--- src/rtl/racket_control.sv ---
// rtl/racket_control.sv - button sync/debounce, per-player racket FSMs with acceleration and clamping, serve pulse.
// Build option: define RACKET_DEBOUNCE_EN to insert the per-button debouncers after the synchronisers.
module racket_control #(
  parameter int Y_MIN           = 51,
  parameter int Y_MAX           = 637,
  parameter int Y_RESET         = 344,
  parameter int SPEED_MIN       = 2,
  parameter int SPEED_MAX       = 8,
  parameter int ACCEL_FRAMES    = 4,
  parameter int DEBOUNCE_CYCLES = 65000
) (
  input  logic       clk65MHz,
  input  logic       rst_n,
  input  logic       end_of_frame,
  input  logic       btn_p1_up,
  input  logic       btn_p1_down,
  input  logic       btn_p2_up,
  input  logic       btn_p2_down,
  input  logic       btn_serve,
  input  logic       screen_idle,
  input  logic       screen_multi,
  output logic [9:0] pos_of_player_1,
  output logic [9:0] pos_of_player_2,
  output logic       serve
);

  localparam int NBTN  = 5;
  localparam int SPD_W = $clog2(SPEED_MAX + 1);
  localparam int CNT_W = (ACCEL_FRAMES > 1) ? $clog2(ACCEL_FRAMES) : 1;

  typedef enum logic [1:0] {HOLD, UP, DOWN} dir_t;

  // Bit order: {serve, p2_down, p2_up, p1_down, p1_up}
  logic [NBTN-1:0] btn_raw;
  logic [NBTN-1:0] sync1;
  logic [NBTN-1:0] sync2;
  logic [NBTN-1:0] btn_db;

  assign btn_raw = {btn_serve, btn_p2_down, btn_p2_up, btn_p1_down, btn_p1_up};

  always_ff @(posedge clk65MHz or negedge rst_n) begin
    if (!rst_n) begin
      sync1 <= '0;
      sync2 <= '0;
    end else begin
      sync1 <= btn_raw;
      sync2 <= sync1;
    end
  end

`ifdef RACKET_DEBOUNCE_EN
  localparam int DB_W = (DEBOUNCE_CYCLES > 1) ? $clog2(DEBOUNCE_CYCLES) : 1;

  logic [DB_W-1:0] db_cnt [NBTN];

  always_ff @(posedge clk65MHz or negedge rst_n) begin
    if (!rst_n) begin
      btn_db <= '0;
      for (int i = 0; i < NBTN; i++) db_cnt[i] <= '0;
    end else begin
      for (int i = 0; i < NBTN; i++) begin
        if (sync2[i] == btn_db[i]) begin
          db_cnt[i] <= '0;
        end else if (db_cnt[i] == DB_W'(DEBOUNCE_CYCLES - 1)) begin
          btn_db[i] <= sync2[i];
          db_cnt[i] <= '0;
        end else begin
          db_cnt[i] <= db_cnt[i] + 1'b1;
        end
      end
    end
  end
`else
  assign btn_db = sync2;
`endif

  // Serve edge seen during the menu is dropped, not held over.
  logic serve_prev;

  always_ff @(posedge clk65MHz or negedge rst_n) begin
    if (!rst_n) begin
      serve_prev <= 1'b0;
      serve      <= 1'b0;
    end else begin
      serve_prev <= btn_db[4];
      serve      <= btn_db[4] & ~serve_prev & ~screen_idle;
    end
  end

  function automatic dir_t decode(input logic up, input logic down);
    case ({up, down})
      2'b10:   return UP;
      2'b01:   return DOWN;
      default: return HOLD;
    endcase
  endfunction

  function automatic logic [9:0] move(input logic [9:0] pos, input dir_t dir,
                                      input logic [SPD_W-1:0] step);
    logic [10:0] p11;
    logic [10:0] s11;
    p11 = {1'b0, pos};
    s11 = 11'(step);
    if (dir == UP)
      return (p11 < 11'(Y_MIN) + s11) ? 10'(Y_MIN) : 10'(p11 - s11);
    else if (dir == DOWN)
      return (p11 + s11 > 11'(Y_MAX)) ? 10'(Y_MAX) : 10'(p11 + s11);
    return pos;
  endfunction

  dir_t             dir_req [2];
  dir_t             state_q [2];
  dir_t             state_d [2];
  logic [SPD_W-1:0] speed_q [2];
  logic [SPD_W-1:0] speed_d [2];
  logic [CNT_W-1:0] cnt_q   [2];
  logic [CNT_W-1:0] cnt_d   [2];
  logic [9:0]       pos_q   [2];
  logic [9:0]       pos_d   [2];

  always_comb begin
    dir_req[0] = decode(btn_db[0], btn_db[1]);
    dir_req[1] = screen_multi ? decode(btn_db[2], btn_db[3]) : HOLD;
  end

  always_ff @(posedge clk65MHz or negedge rst_n) begin
    if (!rst_n) begin
      for (int p = 0; p < 2; p++) begin
        state_q[p] <= HOLD;
        speed_q[p] <= SPD_W'(SPEED_MIN);
        cnt_q[p]   <= '0;
        pos_q[p]   <= 10'(Y_RESET);
      end
    end else begin
      state_q <= state_d;
      speed_q <= speed_d;
      cnt_q   <= cnt_d;
      pos_q   <= pos_d;
    end
  end

  // A start or reversal behaves as a held frame from (SPEED_MIN, cnt 0), so
  // the first frame of a move already counts toward acceleration.
  always_comb begin
    logic [SPD_W-1:0] base_speed;
    logic [CNT_W-1:0] base_cnt;
    base_speed = '0;
    base_cnt   = '0;
    for (int p = 0; p < 2; p++) begin
      state_d[p] = state_q[p];
      speed_d[p] = speed_q[p];
      cnt_d[p]   = cnt_q[p];
      pos_d[p]   = pos_q[p];
      base_speed = speed_q[p];
      base_cnt   = cnt_q[p];
      if (end_of_frame) begin
        if (dir_req[p] == HOLD) begin
          state_d[p] = HOLD;
          speed_d[p] = SPD_W'(SPEED_MIN);
          cnt_d[p]   = '0;
        end else begin
          if (dir_req[p] != state_q[p]) begin
            base_speed = SPD_W'(SPEED_MIN);
            base_cnt   = '0;
          end
          state_d[p] = dir_req[p];
          pos_d[p]   = move(pos_q[p], dir_req[p], base_speed);
          if (base_cnt == CNT_W'(ACCEL_FRAMES - 1)) begin
            cnt_d[p]   = '0;
            speed_d[p] = (base_speed >= SPD_W'(SPEED_MAX)) ? SPD_W'(SPEED_MAX)
                                                           : base_speed + 1'b1;
          end else begin
            cnt_d[p]   = base_cnt + 1'b1;
            speed_d[p] = base_speed;
          end
        end
      end
      if (screen_idle || (p == 1 && !screen_multi)) begin
        state_d[p] = HOLD;
        speed_d[p] = SPD_W'(SPEED_MIN);
        cnt_d[p]   = '0;
        pos_d[p]   = 10'(Y_RESET);
      end
    end
  end

  assign pos_of_player_1 = pos_q[0];
  assign pos_of_player_2 = pos_q[1];

endmodule

--- config.mk ---
export PLATFORM = sky130hd
export DESIGN_NAME = racket_control
export DESIGN_NICKNAME = d
export VERILOG_FILES = /design/src/rtl/racket_control.sv
export SDC_FILE = /design/constraint.sdc
export NUM_CORES = 1
export LEC_CHECK = 0
export ABC_AREA = 1
export BUFFER_PORTS_ARGS = -buffer_cell sky130_fd_sc_hd__buf_2
export CORE_MARGIN = 1
export CORE_UTILIZATION = 61
export CTS_CLUSTER_DIAMETER = 80
export DETAILED_ROUTE_END_ITERATION = 8
export GPL_TIMING_DRIVEN = 0
export PLACE_DENSITY = 0.8
export SLEW_MARGIN = 25
export SYNTH_ARGS = -nofsm -noshare
export SYNTH_HDL_FRONTEND = slang
export SYNTH_SLANG_ARGS = --single-unit
export TNS_END_PERCENT = 1
--- constraint.sdc ---
create_clock -name clk65MHz -period 4 [get_ports clk65MHz]
set_input_delay 0 -clock clk65MHz [delete_from_list [all_inputs] [get_ports clk65MHz]]
set_output_delay 0 -clock clk65MHz [all_outputs]
set_load 0.03 [all_outputs]
======== Word level (Yosys, flattened, before mapping) ========
Index checks and enable logic that the tools add are counted.
word-level totals
  latch bits .............................. 0
  input port bits ......................... 10
  ROM bits ................................ 0
  bits in writable memories ............... 0
  memories kept ........................... 0
  flip-flop bits (word level) ............. 48
cells by class
  add/sub/neg operators ................... 10
  bitwise logic cells ..................... 4
  multipliers ............................. 0
  order comparisons ....................... 6
  multiplexer cells ....................... 63
  divide/modulo/power cells ............... 0
  shifts and indexed selects .............. 0
  reduce and logical (&&, ||, !) cells .... 10
  equality and inequality tests ........... 14
operator list
  cell                  number
  $mux 10               16
  $mux 4                16
  $mux 2                21
  $add 10x4->11         2
  $gt 11x10->1 const B  2
  $lt 10x7->1           2
  $sub 10x4->10         2
  $add 6x4->7 const A   2
  $eq 2x2->1 const B    6
  $add 4x1->4 const B   2
  $eq 2x1->1 const B    4
  $ge 4x4->1 const B    2
  $mux 1                8
  $pmux 2 s2            2
  $reduce_bool 2->1     4
  $reduce_and 3->1      2
  $add 2x1->2 const B   2
  $logic_not 2->1       2
  $ne 2x2->1            2
  $and 1x1->1           2
  $ne 2x1->1 const B    1
  $ne 2x2->1 const B    1
  $not 1->1             2
  $logic_not 1->1       1
  $logic_or 1x1->1      1

======== Depth between registers and ports, before layout ========
  depth in word-level cells ............... 16
  mapped depth ............................ 26

======== Worst setup path after synthesis ========
Ideal clock, no wire load.
  path type ............................... register -> register
  from .................................... register sync2[2], in the netlist btn_db[2]
  to ...................................... register pos_q, in the netlist pos_of_player_2[3]
  required time ........................... 3.928 ns
  stages on the path, launching flop included .. 27
  data arrival time ....................... 2.931 ns
  path slack .............................. 0.997 ns
  buffers on the path ..................... 0
  setup time .............................. 0.072 ns
  cell sequence ........................... dfrtp_1 -> inv_1 -> nand3_2 -> nand2_1 -> nand2_1 -> nor2_2 -> inv_1 -> nor2_1 -> inv_1 -> ha_1 -> ha_1 -> inv_1 -> o21bai_1 -> a21oi_1 -> nor2_1 -> o21ai_0 -> nand2_1 -> nand2_1 -> nand2_1 -> nand2_1 -> nand2_1 -> nand2_1 -> o21ai_0 -> inv_1 -> nand3_1 -> nand2_1 -> inv_1
on the way
  cells in the longest elaborated chain, start to end .. 16
ends and longest elaborated chain
  what                                      RTL line  RTL
  start, declared                           36        logic [NBTN-1:0] sync2;
  start signal, assigned                    47        sync2 <= sync1;
  $eq 2x1->1 or $eq 2x2->1 (tied branches)  91        case ({up, down})
  $pmux 2 s2 (*)                            91
  $mux 2 (*)                                123       dir_req[1] = screen_multi ? decode(btn_db[2], btn_db[3]) : HOLD;
  $ne 2x2->1                                162       if (dir_req[p] != state_q[p]) begin
  $mux 4                                    162
  $mux 4                                    157       if (dir_req[p] == HOLD) begin
  $mux 4                                    156       if (end_of_frame) begin
  $add 10x4->11                             107       return (p11 + s11 > 11'(Y_MAX)) ? 10'(Y_MAX) : 10'(p11 + s11);
  $gt 11x10->1                              107
  $mux 10                                   107
  $mux 10                                   106       else if (dir == DOWN)
  $mux 10                                   104       if (dir == UP)
  $mux 10                                   108       return pos;
  $mux 10                                   157
  $mux 10                                   156
  $mux 10                                   178       if (screen_idle || (p == 1 && !screen_multi)) begin
  end signal, assigned by index             132       pos_q[p] <= 10'(Y_RESET);
  end signal, assigned                      138       pos_q <= pos_d;
  end, declared                             118       logic [9:0] pos_q [2];
Every way passes the cells marked *; elsewhere a longest branch is shown, timed or not. The select of a mux whose other input is x is not followed.
A chain may end at the register's enable or synchronous reset.

======== Worst setup path after layout ========
  from .................................... register sync2[1], in the netlist btn_db[1]
  to ...................................... register pos_q, in the netlist pos_of_player_1[7]
on the way
  cells in the longest elaborated chain, start to end .. 15
ends and longest elaborated chain
  what                                      RTL line
  $eq 2x1->1 or $eq 2x2->1 (tied branches)  91
  $pmux 2 s2 (*)                            91
  $ne 2x2->1                                162
  $mux 4                                    162
  $mux 4                                    157
  $mux 4                                    156
  $add 10x4->11                             107
  $gt 11x10->1                              107
  $mux 10                                   107
  $mux 10                                   106
  $mux 10                                   104
  $mux 10                                   108
  $mux 10                                   157
  $mux 10                                   156
  $mux 10                                   178
Marks and branches as above.

==> results.json <==
{
  "r2r-end": "pos_of_player_1[7]",
  "via_per_inst": 5.511,
  "antenna_cells": 0,
  "grt_util_all_layers": 0.2900,
  "cts_root_buf": "clkbuf_8",
  "power_leakage_uw": 0.002211,
  "wl_per_cell_um": 13.74,
  "crit_arrival_ps": 3810,
  "grt_setup_unrepaired": "no",
  "cts_tree": "built",
  "crit_chain": "inv_1, ha_1, xnor2_1, nand2_1, nor2_1, inv_1, ha_1, inv_2, nand3_1, nand2_1, a21oi_1, nor2_1, nand2_2, nor3_1, xor2_1, nand2_1, nand2_1, nand2_2, nand2_1, o21ai_0",
  "grt_pass1_wl_um": 14990,
  "syn-num-nets": 587,
  "crit_type": "reg2reg",
  "p_per_area_nw_per_um2": 260.1,
  "die_height_um": 81.61,
  "timing.final.crit_period_ps": 3645,
  "dp.final_hpwl_um": 6914,
  "overflow": 0,
  "nets": 632,
  "max_cap_violations": 0,
  "hold_depth": 3,
  "slowest_delay_ps": 380,
  "antenna_found_initial": 0,
  "vdd_drop_max_v": 0.0002458,
  "startpoint_type": "flip-flop",
  "ys_warn_count": 0,
  "worstMarginPinSlew_ps": 575.5,
  "muxShareOfSynthArea": 0,
  "synthArstFlopShare": 1.000,
  "first_global_vias": 3418,
  "die-area_um2": 6660,
  "drc": 0,
  "whs_endpoint": "state_q[1]",
  "clock_latency_ps": 310,
  "clock_sinks": 48,
  "syn-instance-count": 533,
  "synthXorXnorAreaFrac": 0.04304,
  "r2r-start": "btn_db[1]",
  "drive_gt1_frac": 0.1209,
  "io_pins": 31,
  "crit_path_frequent_cell": "nand2_1",
  "vias": 3604,
  "syn_to_final_growth_pct": 10.87,
  "synth_top_area_frac": 0.2460,
  "cp.depth": 20,
  "crit_slowest_cell": "dfrtp_1",
  "whs_ps": 62.35,
  "avgSynthCellArea_um2": 7.254,
  "crit_family": "simple AND/OR/NAND/NOR gates",
  "drt_iter0_drc": 287,
  "relSlewSlack": 0.6134,
  "outcome": "completed",
  "synth_simple_gate_area_frac": 0.2796,
  "slew_violations": 0,
  "min_period_over_period": 0.9113,
  "nFillCells": 499,
  "ys_seq_area_frac": 0.3139,
  "gp_congestion": 0.9265,
  "first_pass_iters": 5,
  "mostFrequentLayoutCell": "nand2_1",
  "hold_start": "screen_multi",
  "synth_seq_cells": 48,
  "synth-compound-area-share": 0.1204,
  "synth_area_leader_cell": "dfrtp_1",
  "rows": 28,
  "hold_viol": 0,
  "cp.required_ps": 4170,
  "ant_nets": 0,
  "clockBufferDepth": 2,
  "mostFrequentLayoutCells": "nand2_1, inv_1, nor2_1, ha_1, dfrtp_1",
  "synth_top_family_by_area": "simple AND/OR/NAND/NOR gates",
  "synth_area_um2": 3866,
  "ys_types": 38,
  "path_max_fanout": 6,
  "r2r_cells": 20,
  "end_kind": "flip-flop",
  "fin_setup_tns_ps": 0,
  "coreArea_um2": 6026,
  "numCtsBuffers": 5,
  "setup_violations": 0,
  "synth_fa_ha_area_frac": 0.1502,
  "r2r_slack_ps": 350,
  "synthTopCellsByArea": "dfrtp_1, ha_1, nand2_1",
  "start_util": 0.6416,
  "min_path_type": "in2reg",
  "die_w_um": 81.61,
  "clock_skew_ps": 13.04,
  "postRouteWirelength_um": 8989,
  "synth_ff_type": "dfrtp_1",
  "grt_max_degree": 49,
  "clk_pin_slew_ps": 90,
  "io_buffers": 30,
  "h-tree-depth": 2,
  "cp_num_buf_inv": 3,
  "fmax_ghz": 0.2743,
  "synth-edff-count": 0
}
-- worst reg2reg max path, delay by kind of cell (launching register included) --
kind / cells / cell delay (ps)
xor+xnor: 2 / 430
simple gates: 11 / 1600
buf+inv: 3 / 320
flops: 1 / 380
fa+ha+maj: 2 / 600
compound gates: 2 / 180
-- cell usage after synthesis (3+ instances only) --
master and number:
nand3_2 4, o21ai_1 3, a21oi_1 12, o21bai_1 3
dfrtp_1 38, o21ai_0 37, dfstp_2 10, o211ai_1 5
o22ai_1 11, nor2_1 56, ha_1 40, xnor2_1 6
nor3_1 11, fa_1 4, nand3_1 35, xor2_1 13
inv_1 89, nand4_1 6, nand2_1 116, nand2_2 6
-- layer usage --
metal / routed length [µm] / part of all wire / global-route usage / vias to the layer above
li1: - / - / - / 1821
met1: 4361 / 0.49 / 0.3941 / 1665
met2: 4097 / 0.46 / 0.4850 / 104
met3: 439 / 0.049 / 0.04222 / 14
met4: 91 / 0.010 / 0.07193 / 0
met5: 0 / 0 / 0 / -
-- timing repair --
item                                   CTS  global route
hold buffers                             8             0
setup buffers                            0             0
endpoints found under the hold margin   45             0
setup endpoints to repair                0             5
gates resized for setup                  0             2
-- flip-flops by register name (all words and copies together), names as in the netlist --
signal / count
btn_db: 5
cnt_q: 4
pos_of_player_1: 10
pos_of_player_2: 10
serve: 1
serve_prev: 1
speed_q: 8
state_q: 4
sync1: 5
-- power by group --
part	leakage (µW)	switching [µW]	total (µW)	internal (µW)
registers	0.000602	31.2	545	514
logic	0.00157	176	268	91.8
clock network	0.0000414	176	301	125
-- through the flow --
stage	cell area, µm²	std cells	total power (µW)	setup slack [ps]	util
2_1_floorplan	3866	533	734.6	997.1	-
3_3_place_gp	4110	638	804.7	366.8	0.6821
3_5_place_dp	4110	638	811.4	331.9	0.6821
4_1_cts	4279	654	1113	297.3	0.7101
5_1_grt	4287	654	1171	44.52	0.7114
6_report	4287	654	1115	354.6	0.7114
-- cell families (layout without fill, tap and decap cells) --
kind of cell,Yosys count,count (layout)
compound gates,81,81
xor+xnor,19,19
fa+ha+maj,44,44
buf+inv,95,141
flops,48,48
simple gates,246,246
-- layout make-up --
type | count | area, µm² | share of cell area
Clock inverter | 2 | 16.27 | 0.003795
Tap cell | 75 | 93.84 | 0.02189
Sequential cell | 48 | 1214 | 0.2831
Clock buffer | 6 | 72.57 | 0.01693
Buffer | 4 | 17.52 | 0.004086
Multi-Input combinational cell | 390 | 2298 | 0.5362
Timing Repair Buffer | 38 | 232.7 | 0.05429
Inverter | 91 | 341.6 | 0.07968
-- how the worst max path moves through the flow --
stage,startpoint,end,slack [ps]
detailed placement,btn_db[1],pos_of_player_1[2],330
global route,btn_db[0],pos_of_player_1[0],40
floorplan,btn_db[2],pos_of_player_2[3],1000
CTS,btn_db[2],pos_of_player_2[2],300
global placement,btn_db[2],pos_of_player_2[2],370
finish,btn_db[1],pos_of_player_1[7],350
(Power assumes the default switching activity.)
